File: config.mk
export PLATFORM = sky130hd
export DESIGN_NAME = ysyx_25040129_wbu
export DESIGN_NICKNAME = d
export VERILOG_FILES = /design/src/rtl/ysyx_25040129_wbu_pkg.sv /design/src/rtl/ysyx_25040129_csr_file.sv /design/src/rtl/ysyx_25040129_wbu.sv
export SDC_FILE = /design/constraint.sdc
export NUM_CORES = 1
export LEC_CHECK = 0
export ABC_CLOCK_PERIOD_IN_PS = 2500
export CAP_MARGIN = 20
export CORE_ASPECT_RATIO = 0.7
export CORE_MARGIN = 4
export CORE_UTILIZATION = 50
export CTS_CLUSTER_DIAMETER = 80
export DETAILED_ROUTE_END_ITERATION = 12
export HOLD_SLACK_MARGIN = 0.08
export PLACE_DENSITY = 0.78
export SLEW_MARGIN = 0
export SYNTH_ARGS = -nofsm -noshare
export SYNTH_HDL_FRONTEND = slang
export SYNTH_HIERARCHICAL = 1
export SYNTH_SLANG_ARGS = --single-unit
File: constraint.sdc
create_clock -name clk -period 2.5 [get_ports clk]
set_input_delay 0.375 -clock clk [delete_from_list [all_inputs] [get_ports clk]]
set_output_delay 0.375 -clock clk [all_outputs]
set_load 0.03 [all_outputs]
File: src/rtl/ysyx_25040129_wbu_pkg.sv
// ysyx_25040129_wbu_pkg: shared FSM encoding, CSR map and bus constants for the write-back stage
package ysyx_25040129_wbu_pkg;
   typedef enum logic [1:0] {
      IDLE     = 2'd0,
      COMMIT   = 2'd1,
      WAIT_IFU = 2'd2
   } wbu_state_e;

   localparam logic [11:0] CSR_MSTATUS = 12'h300;
   localparam logic [11:0] CSR_MTVEC   = 12'h305;
   localparam logic [11:0] CSR_MEPC    = 12'h341;
   localparam logic [11:0] CSR_MCAUSE  = 12'h342;

   localparam logic [31:0] ECALL_CAUSE_VAL = 32'd11;
   localparam logic [31:0] MSTATUS_RST_VAL = 32'h0000_1800;

   localparam logic [1:0] RESP_OKAY = 2'b00;

   localparam logic [2:0] MEM_OP_B  = 3'b000;
   localparam logic [2:0] MEM_OP_H  = 3'b001;
   localparam logic [2:0] MEM_OP_W  = 3'b010;
   localparam logic [2:0] MEM_OP_BU = 3'b100;
   localparam logic [2:0] MEM_OP_HU = 3'b101;
endpackage

File: src/rtl/ysyx_25040129_csr_file.sv
// ysyx_25040129_csr_file: machine CSRs with write port, ecall trap update and combinational read port
module ysyx_25040129_csr_file
   import ysyx_25040129_wbu_pkg::*;
#(
   parameter logic [31:0] MSTATUS_RST = MSTATUS_RST_VAL,
   parameter logic [31:0] ECALL_CAUSE = ECALL_CAUSE_VAL
) (
   input  logic        clk,
   input  logic        rst,
   input  logic        commit_i,
   input  logic        ecall_i,
   input  logic        mret_i,
   input  logic        wen_i,
   input  logic [11:0] waddr_i,
   input  logic [31:0] wdata_i,
   input  logic [31:0] pc_i,
   input  logic [11:0] raddr_i,
   output logic [31:0] rdata_o,
   output logic [31:0] mtvec_o,
   output logic [31:0] mepc_o
);
   logic [31:0] mstatus_q, mtvec_q, mepc_q, mcause_q;
   logic [31:0] mstatus_d, mtvec_d, mepc_d, mcause_d;
   logic        wr;

   // next-state: ecall trap beats mret, mret beats a plain CSR write
   always_comb begin
      wr        = commit_i && !ecall_i && !mret_i && wen_i;
      mstatus_d = wr && waddr_i == CSR_MSTATUS ? wdata_i : mstatus_q;
      mtvec_d   = wr && waddr_i == CSR_MTVEC ? wdata_i : mtvec_q;
      mepc_d    = commit_i && ecall_i ? {pc_i[31:2], 2'b00} :
                  wr && waddr_i == CSR_MEPC ? {wdata_i[31:2], 2'b00} : mepc_q;
      mcause_d  = commit_i && ecall_i ? ECALL_CAUSE :
                  wr && waddr_i == CSR_MCAUSE ? wdata_i : mcause_q;
   end

   // CSR storage; reset overrides any commit in the same cycle
   always_ff @(posedge clk) begin
      if (rst) begin
         mstatus_q <= MSTATUS_RST;
         mtvec_q   <= '0;
         mepc_q    <= '0;
         mcause_q  <= '0;
      end else begin
         mstatus_q <= mstatus_d;
         mtvec_q   <= mtvec_d;
         mepc_q    <= mepc_d;
         mcause_q  <= mcause_d;
      end
   end

   // read port sees stored contents only; unmapped addresses read zero
   always_comb begin
      rdata_o = raddr_i == CSR_MSTATUS ? mstatus_q :
                raddr_i == CSR_MTVEC   ? mtvec_q   :
                raddr_i == CSR_MEPC    ? mepc_q    :
                raddr_i == CSR_MCAUSE  ? mcause_q  : '0;
      mtvec_o = mtvec_q;
      mepc_o  = mepc_q;
   end
endmodule

File: src/rtl/ysyx_25040129_wbu.sv
// ysyx_25040129_wbu: write-back/commit stage that retires one instruction and hands the next PC to the IFU
module ysyx_25040129_wbu
   import ysyx_25040129_wbu_pkg::*;
#(
   parameter logic [31:0] MSTATUS_RST = MSTATUS_RST_VAL,
   parameter logic [31:0] ECALL_CAUSE = ECALL_CAUSE_VAL
) (
   input  logic        clk,
   input  logic        rst,
   input  logic        is_req_valid_from_lsu,
   output logic        is_req_ready_to_lsu,
   input  logic [31:0] pc_in_wbu,
   input  logic [31:0] result_in_wbu,
   input  logic [4:0]  rd_in_wbu,
   input  logic [31:0] branch_target_in_wbu,
   input  logic        is_branch_in_wbu,
   input  logic        ecall_in_wbu,
   input  logic        mret_in_wbu,
   input  logic        csr_wen_in_wbu,
   input  logic [11:0] csr_waddr_in_wbu,
   input  logic [31:0] csr_wdata_in_wbu,
   input  logic [11:0] csr_raddr,
   output logic [31:0] csr_rdata,
   output logic        gpr_wen,
   output logic [4:0]  gpr_waddr,
   output logic [31:0] gpr_wdata,
   output logic [31:0] npc,
   output logic        is_req_valid_to_ifu,
   input  logic        is_req_ready_from_ifu
);
   wbu_state_e  state_q;
   logic [31:0] pc_q, result_q, target_q, csr_wdata_q, npc_q;
   logic [4:0]  rd_q;
   logic [11:0] csr_waddr_q;
   logic        branch_q, ecall_q, mret_q, csr_wen_q;
   logic [31:0] mtvec, mepc;

   ysyx_25040129_csr_file #(
      .MSTATUS_RST(MSTATUS_RST),
      .ECALL_CAUSE(ECALL_CAUSE)
   ) u_csr (
      .clk     (clk),
      .rst     (rst),
      .commit_i(state_q == COMMIT),
      .ecall_i (ecall_q),
      .mret_i  (mret_q),
      .wen_i   (csr_wen_q),
      .waddr_i (csr_waddr_q),
      .wdata_i (csr_wdata_q),
      .pc_i    (pc_q),
      .raddr_i (csr_raddr),
      .rdata_o (csr_rdata),
      .mtvec_o (mtvec),
      .mepc_o  (mepc)
   );

   // handshake FSM: latch in IDLE, compute npc in COMMIT, hold it until the IFU takes it
   always_ff @(posedge clk) begin
      if (rst) begin
         state_q     <= IDLE;
         npc_q       <= '0;
         pc_q        <= '0;
         result_q    <= '0;
         target_q    <= '0;
         rd_q        <= '0;
         branch_q    <= 1'b0;
         ecall_q     <= 1'b0;
         mret_q      <= 1'b0;
         csr_wen_q   <= 1'b0;
         csr_waddr_q <= '0;
         csr_wdata_q <= '0;
      end else begin
         case (state_q)
            IDLE: if (is_req_valid_from_lsu) begin
               state_q     <= COMMIT;
               pc_q        <= pc_in_wbu;
               result_q    <= result_in_wbu;
               target_q    <= branch_target_in_wbu;
               rd_q        <= rd_in_wbu;
               branch_q    <= is_branch_in_wbu;
               ecall_q     <= ecall_in_wbu;
               mret_q      <= mret_in_wbu;
               csr_wen_q   <= csr_wen_in_wbu;
               csr_waddr_q <= csr_waddr_in_wbu;
               csr_wdata_q <= csr_wdata_in_wbu;
            end
            COMMIT: begin
               state_q <= WAIT_IFU;
               npc_q   <= ecall_q ? mtvec : mret_q ? mepc : branch_q ? target_q : pc_q + 32'd4;
            end
            WAIT_IFU: if (is_req_ready_from_ifu) state_q <= IDLE;
            default: state_q <= IDLE;
         endcase
      end
   end

   // outputs derived from registered state; x0 writes and traps never reach the register file
   always_comb begin
      is_req_ready_to_lsu = state_q == IDLE;
      is_req_valid_to_ifu = state_q == WAIT_IFU;
      gpr_wen             = state_q == COMMIT && rd_q != 5'd0 && !ecall_q && !mret_q && !rst;
      gpr_waddr           = rd_q;
      gpr_wdata           = result_q;
      npc                 = npc_q;
   end
endmodule

==> metrics.txt, run 1 <==
R2R depth 6; Clock Skew between 10 and 15 ps; PnR Total Power approximately 12 mW; Worst Hold Depth 2; Die Width between 200 and 250 um; Filler cells slightly below 2,000; clock buffer depth 3; share of cells above drive strength 1 13.4%; share of synthesized registers carrying an async set or reset 0%; Layout Nets approximately 2,200; antenna cells 0; Initial Util between 50% and 60%; clk_lat worst skew 560 ps; setup violators final 0; ANT nets after route 0; initial antenna violation count 0; FMAX between 400 and 500 MHz; CP arrival ~2100 ps; Post-Synthesis Cell Area 13,500 sq um; Hold Path Class in2reg; CTS H-tree lvls 1; dominant cells by area after synthesis dfxtp_1 (46%), nand2_1 (17%), a21oi_1 (9.4%), mux2i_1 (3.0%), clkbuf_1 (2.8%); Worst Setup Start Kind input pin; Num Clock Sinks 309; #FFs+latches synth 309; Total GRT Usage about a third; initial detailed-routing violation count 1,743; via count roughly 14,000; final WL just over 50 mm; synthesized instance count roughly 1,700; Final Instance Area 19,100 sq um; R2R Path End npc[30]$_SDFFE_PP0N_; status finished, final reports clean; boundary pin count approximately 270; Final Max Slew Viols 0; register-to-register setup slack between 300 and 400 ps; DPL Wire Length around 33 mm; Slew @ Worst Pin 639 ps; Final Hold Viols 0; post-route setup TNS 0 ps; via/cell ratio approximately 6; area leader, netlist dfxtp_1; crit path kind in2out; largest net degree at the start of global routing approximately 110; post-synthesis sequential area ratio about 46%; die span in y 145 um; crit end category primary output; core box area 26,100 sq um; Synth warnings 6; RSZ-0062 raised after global routing false; syn avg cell area 7.72 sq um; post-route minimum period 2470 ps; vias in the first global route approximately 14,000; hold_sp rst; Row Count 49; max-cap violations 0; Die Area around 30,000 sq um; Layout area overhead 42.1%; fin crit share between 90% and 100%; drc violations 0; total power per unit cell area ~630 nW/um^2; DR WL/cell 21.3 um; number of flops mapped to enable cells by yosys 0; # port buffers ~270; Post-Route Utilization about three quarters; critical register-to-register path startpoint pc_q[16]$_SDFFE_PP0P_; final global-route overflow total 0; DP Area roughly 17,000 sq um; Slew HR a little under three fifths; CTS tree built; Setup WS pre-CTS -232 ps; post-synth cell types 64; CTS Root Cell clkbuf_16; first-pass GRT wire length 78.4 mm; Worst IR Drop VDD ~0.00053 V; Worst Hold End ecall_q$_SDFFE_PP0P_; Crit Path Max Fanout 15; final RePlAce weighted congestion roughly 0.9; top cell type's share of synthesized area ~46%; Main synth FF type dfxtp_1; CTS clk-pin slew, worst paths around 60 ps; total CTS buffers 30; CP required around 2100 ps; DR pass1 iterations 8; fin worst setup slack about 29 ps; leakage between 7 and 8 nW
-- worst max-delay path, stage by stage --
cell and delay (ps):
dlygate4sd2_1 230, or3_4 350, nor2_4 160, o21ai_4 100, buf_12 150, buf_16 180, o31ai_2 370, buf_12 170
-- registers in the layout, summed over array words and instances, names as in the netlist, 32 cells and up --
| register | cells |
|---|---|
| npc | 32 |
| u_csr/mcause_q | 32 |
| u_csr/mtvec_o | 32 |
| csr_wdata_q | 32 |
| gpr_wdata | 32 |
| u_csr/mstatus_q | 32 |
| target_q | 32 |
| pc_q | 32 |
-- report_power, final --
group	switching (mW)	internal, mW	leakage (nW)
combinational	0.810	0.649	4.09
sequential	0.205	5.11	2.52
clock	2.01	3.19	0.560
-- cells by family after synthesis --
family,Yosys count,share of synthesized area (%)
muxes,40,2.97
xor gates and xnor gates,23,1.50
adders and majority gates,1,0.0929
other,1,0.0279
AOI/OAI and AO/OA,463,20.5
and+or+nand+nor,754,23.8
DFF,309,46.0
buffers and inverters,152,5.19
-- cells in the final DEF (no fill, tap or decap), types with 5 or more instances in the layout --
cell / Yosys / layout
nand2_1: 592 / 570
mux2i_1: 40 / 40
clkinv_2: 0 / 6
nand3_1: 21 / 21
clkbuf_8: 0 / 7
and4_1: 6 / 6
o21ai_0: 65 / 65
clkdlybuf4s50_1: 0 / 222
o31ai_2: 0 / 9
nand2b_1: 10 / 10
bufinv_16: 0 / 7
o22ai_1: 12 / 12
a211oi_1: 15 / 15
a221o_1: 6 / 6
nand4_1: 12 / 12
nor2_1: 56 / 53
nand2_4: 0 / 8
xnor2_1: 9 / 9
dfxtp_1: 309 / 309
buf_16: 0 / 5
a21oi_1: 253 / 253
nand2_2: 0 / 14
clkbuf_16: 0 / 33
nor4_1: 6 / 5
buf_6: 9 / 17
xor2_1: 14 / 14
inv_1: 9 / 9
a221oi_1: 43 / 41
buf_4: 11 / 62
buf_12: 0 / 49
o31ai_4: 0 / 19
o211ai_1: 11 / 11
nor3_1: 13 / 13
-- synth_stat cells, types with 2 or more instances --
cell type	number
o211ai_1	11
and4bb_1	2
and4_1	6
dfxtp_1	309
o221ai_1	2
buf_2	15
nor2_2	2
buf_1	4
o31ai_1	31
a221o_1	6
buf_6	9
xnor2_1	9
nor3_1	13
o32ai_1	2
nand3b_1	2
a31oi_1	3
xor2_1	14
nand2_1	592
nor2_1	56
o22ai_1	12
nand4_1	12
a32oi_1	3
inv_1	9
a21oi_1	253
clkbuf_1	101
nor4bb_1	3
and2_1	2
nand2b_1	10
a21o_1	4
a221oi_1	43
a211oi_1	15
o21a_1	3
o21ai_0	65
clkinv_1	3
or3_4	2
nor3_2	3
or3_1	4
nor4_1	6
mux2i_1	40
nor2b_1	3
and3_1	3
nand4_2	2
buf_4	11
nor4_4	3
nand3_1	21
-- repair_timing --
action / 4_1_cts / 5_1_grt
setup endpoints to repair: 32 / 28
hold buffers: 0 / 0
gates cloned: 11 / 0
gates resized for setup: 93 / 47
buffers inserted: 13 / 11
pin swaps: 28 / 10
-- area by class of cell --
type	count	area, sq um	share of cell area [%]
Timing Repair Buffer	374	4250	22.2
Clock inverter	14	248	1.30
Sequential cell	309	6190	32.3
Clock buffer	42	887	4.64
Multi-Input combinational cell	1283	7070	36.9
Tap cell	357	447	2.34
Inverter	12	45.0	0.236
-- stage by stage --
step | hold WS, ps | instances
after floorplan | 431 | 1744
after global placement | 438 | 2305
after detailed placement | 444 | 2305
after CTS | 269 | 2385
after global routing | 303 | 2391
final | 271 | 2391
-- worst max-delay path by stage --
stage / startpoint / endpoint / slack [ps] / cells after the start
2_1_floorplan: csr_raddr[11] / csr_rdata[10] / 80 / 5
3_3_place_gp: csr_raddr[6] / csr_rdata[28] / -200 / 7
3_5_place_dp: csr_raddr[6] / csr_rdata[24] / -230 / 9
4_1_cts: csr_raddr[7] / csr_rdata[26] / 20 / 10
5_1_grt: csr_raddr[6] / csr_rdata[8] / 0.2 / 10
6_report: csr_raddr[11] / csr_rdata[31] / 30 / 8
-- layer usage --
layer	vias up	GRT usage, %	part of all wire (%)
li1	6528	-	-
met1	6806	42.6	39
met2	899	52.0	46
met3	199	6.87	10
met4	0	13.0	4.5
met5	-	0	0
(Power assumes the default switching activity.)
==> inputs of run 2 (changes only) <==
--- a/config.mk
+++ b/config.mk
@@ -13,7 +13,7 @@
 export CTS_CLUSTER_DIAMETER = 80
 export DETAILED_ROUTE_END_ITERATION = 12
 export HOLD_SLACK_MARGIN = 0.08
-export PLACE_DENSITY = 0.78
+export PLACE_DENSITY = 0.76
 export SLEW_MARGIN = 0
 export SYNTH_ARGS = -nofsm -noshare
 export SYNTH_HDL_FRONTEND = slang
==> run 2 against run 1 <==
Against the previous run: sequential share of layout area increased by 0.99 points; worst hold slack got worse by 99 ps; register-to-register slack improved by 30 ps; fmax decreased by 0.51%; largest cell class unchanged; final cell count decreased by 0.54%; via count decreased by 3.9%; power decreased by 3.8%.
==> metrics.txt, run 2 (same netlist as run 1, synthesis figures left out) <==
core box area 26,100 sq um (unchanged); final WL 47.5 mm (-6.7%); DPL Wire Length 32.1 mm (-1.5%); Final Instance Area 18,600 sq um (-3.0%); clk_lat worst skew 580 ps (+20 ps); share of cells above drive strength 1 11.5% (-1.9 points); post-route minimum period 2480 ps (+12.5 ps); drc violations 0 (unchanged); Crit Path Max Fanout 30 (+15); Post-Route Utilization 71.0% (-2.2 points); initial antenna violation count 0 (unchanged); Clock Skew 30.9 ps (+18.5 ps); Slew HR 48.5% (-8.8 points); Filler cells 2,082 (+6.6%); DR WL/cell 20.0 um (-6.2%); Setup WS pre-CTS -273 ps (-40.9 ps); fin worst setup slack 16.2 ps (-12.5 ps); initial detailed-routing violation count 1,476 (-15%); RSZ-0062 raised after global routing true; CP required 2120 ps (about the same); Worst IR Drop VDD 0.000510 V (-3.2%); total CTS buffers 30 (unchanged); CTS clk-pin slew, worst paths 60 ps (about the same); Worst Hold Depth 2 (unchanged); Final Max Slew Viols 0 (unchanged); most common cell after layout, fill and taps aside nand2_1; fin crit share 99.4% (+0.50 points); setup violators final 0 (unchanged); Num Clock Sinks 309 (unchanged); register-to-register setup slack 380 ps (+30 ps); Total GRT Usage 30.5% (-1.9 points); tightest hold margin 172 ps (-98.7 ps); Sequential Area 6190 sq um (unchanged); via/cell ratio 5.83 (-3.4%); status finished, final reports clean; crit path kind in2out; CP arrival 2110 ps (about the same); total power per unit cell area 621 nW/um^2 (-0.82%); via count 13,900 (-3.9%); ANT nets after route 0 (unchanged); Multi-input gate area 6820 sq um (-3.5%); DR pass1 iterations 6 (-2); boundary pin count 269 (unchanged); die span in y 145 um (unchanged); post-route setup TNS 0 ps (unchanged); Die Width 204 um (unchanged); Die Area 29,700 sq um (unchanged); vias in the first global route 13,500 (-3.2%); first-pass GRT wire length 74.3 mm (-5.2%); antenna cells 0 (unchanged); leakage 6.84 nW (-4.5%); clock buffer depth 3 (unchanged); # port buffers 268 (unchanged); Layout Nets 2,163 (-0.60%); final RePlAce weighted congestion 0.931 (+0.58%); Row Count 49 (unchanged); max-cap violations 0 (unchanged); most frequent cells in the layout nand2_1 (586), dfxtp_1 (309), a21oi_1 (253); Final Hold Viols 0 (unchanged); FMAX 403 MHz (-0.51%); CTS H-tree lvls 1 (unchanged); Slew @ Worst Pin 773 ps (+134 ps); Worst Setup Start Kind input pin; Initial Util 51.5% (unchanged); CTS Root Cell clkbuf_16; final global-route overflow total 0 (unchanged); R2R depth 5 (-1); crit end category primary output; DP Area 17,100 sq um (+0.52%); largest net degree at the start of global routing 168 (+54%); Hold Path Class in2reg; Layout area overhead 37.9%; CTS tree built
run 2: stage by stage:
stage                     std cells  power, mW
after floorplan                1744       6.10
after global placement         2307       6.79
after detailed placement       2307       6.81
after CTS                      2377       11.5
after global routing           2378       11.9
final                          2378       11.5
run 2: final cells by class:
type | count | area share (%)
multi-input cells | 1283 | 36.7
clock inverters | 14 | 0.829
clock buffers | 42 | 4.78
flip-flops and latches | 309 | 33.3
inverters | 12 | 0.243
repair buffers | 361 | 21.7
well taps | 357 | 2.41
run 2: metal layers:
layer | part of all wire, % | global-route usage, % | vias to the layer above | wire length (um)
met5 | 0 | 0 | - | 0
met4 | 3.0 | 8.97 | 0 | 1440
met3 | 8.3 | 4.68 | 101 | 3940
met2 | 47 | 49.9 | 687 | 22500
met1 | 41 | 41.8 | 6585 | 19700
li1 | - | - | 6499 | -
run 2: power by group:
part	switching, mW	internal, mW	total [mW]	leakage [nW]
sequential	0.196	5.11	5.31	2.52
combinational	0.786	0.646	1.43	3.81
clock	2.00	2.78	4.78	0.515
total	2.98	8.54	11.5	6.84
run 2: worst paths after layout:
check | startpoint | endpoint
setup / recovery | csr_raddr[1] | csr_rdata[23]
hold / removal | rst | u_csr/mtvec_o[13]$_SDFFE_PP0P_
setup reg to reg | pc_q[13]$_SDFFE_PP0P_ | npc[29]$_SDFFE_PP0N_
hold reg to reg | gpr_wdata[4]$_SDFFE_PP0P_ | gpr_wdata[4]$_SDFFE_PP0P_
run 2: timing repair:
action | 4_1_cts | 5_1_grt
pin swaps | 13 | 7
hold endpoints to repair | 0 | 0
gates resized for setup | 48 | 17
endpoints found under the setup margin | 32 | 31
hold buffers | 0 | 0
setup buffers | 9 | 2
cloned | 5 | 1
run 2: worst max-delay path: stages:
cell	delay [ps]
dlygate4sd2_1	250
or3_4	380
or2_2	340
buf_12	190
nor2_1	190
o31ai_4	80
buf_4	160
buf_12	130
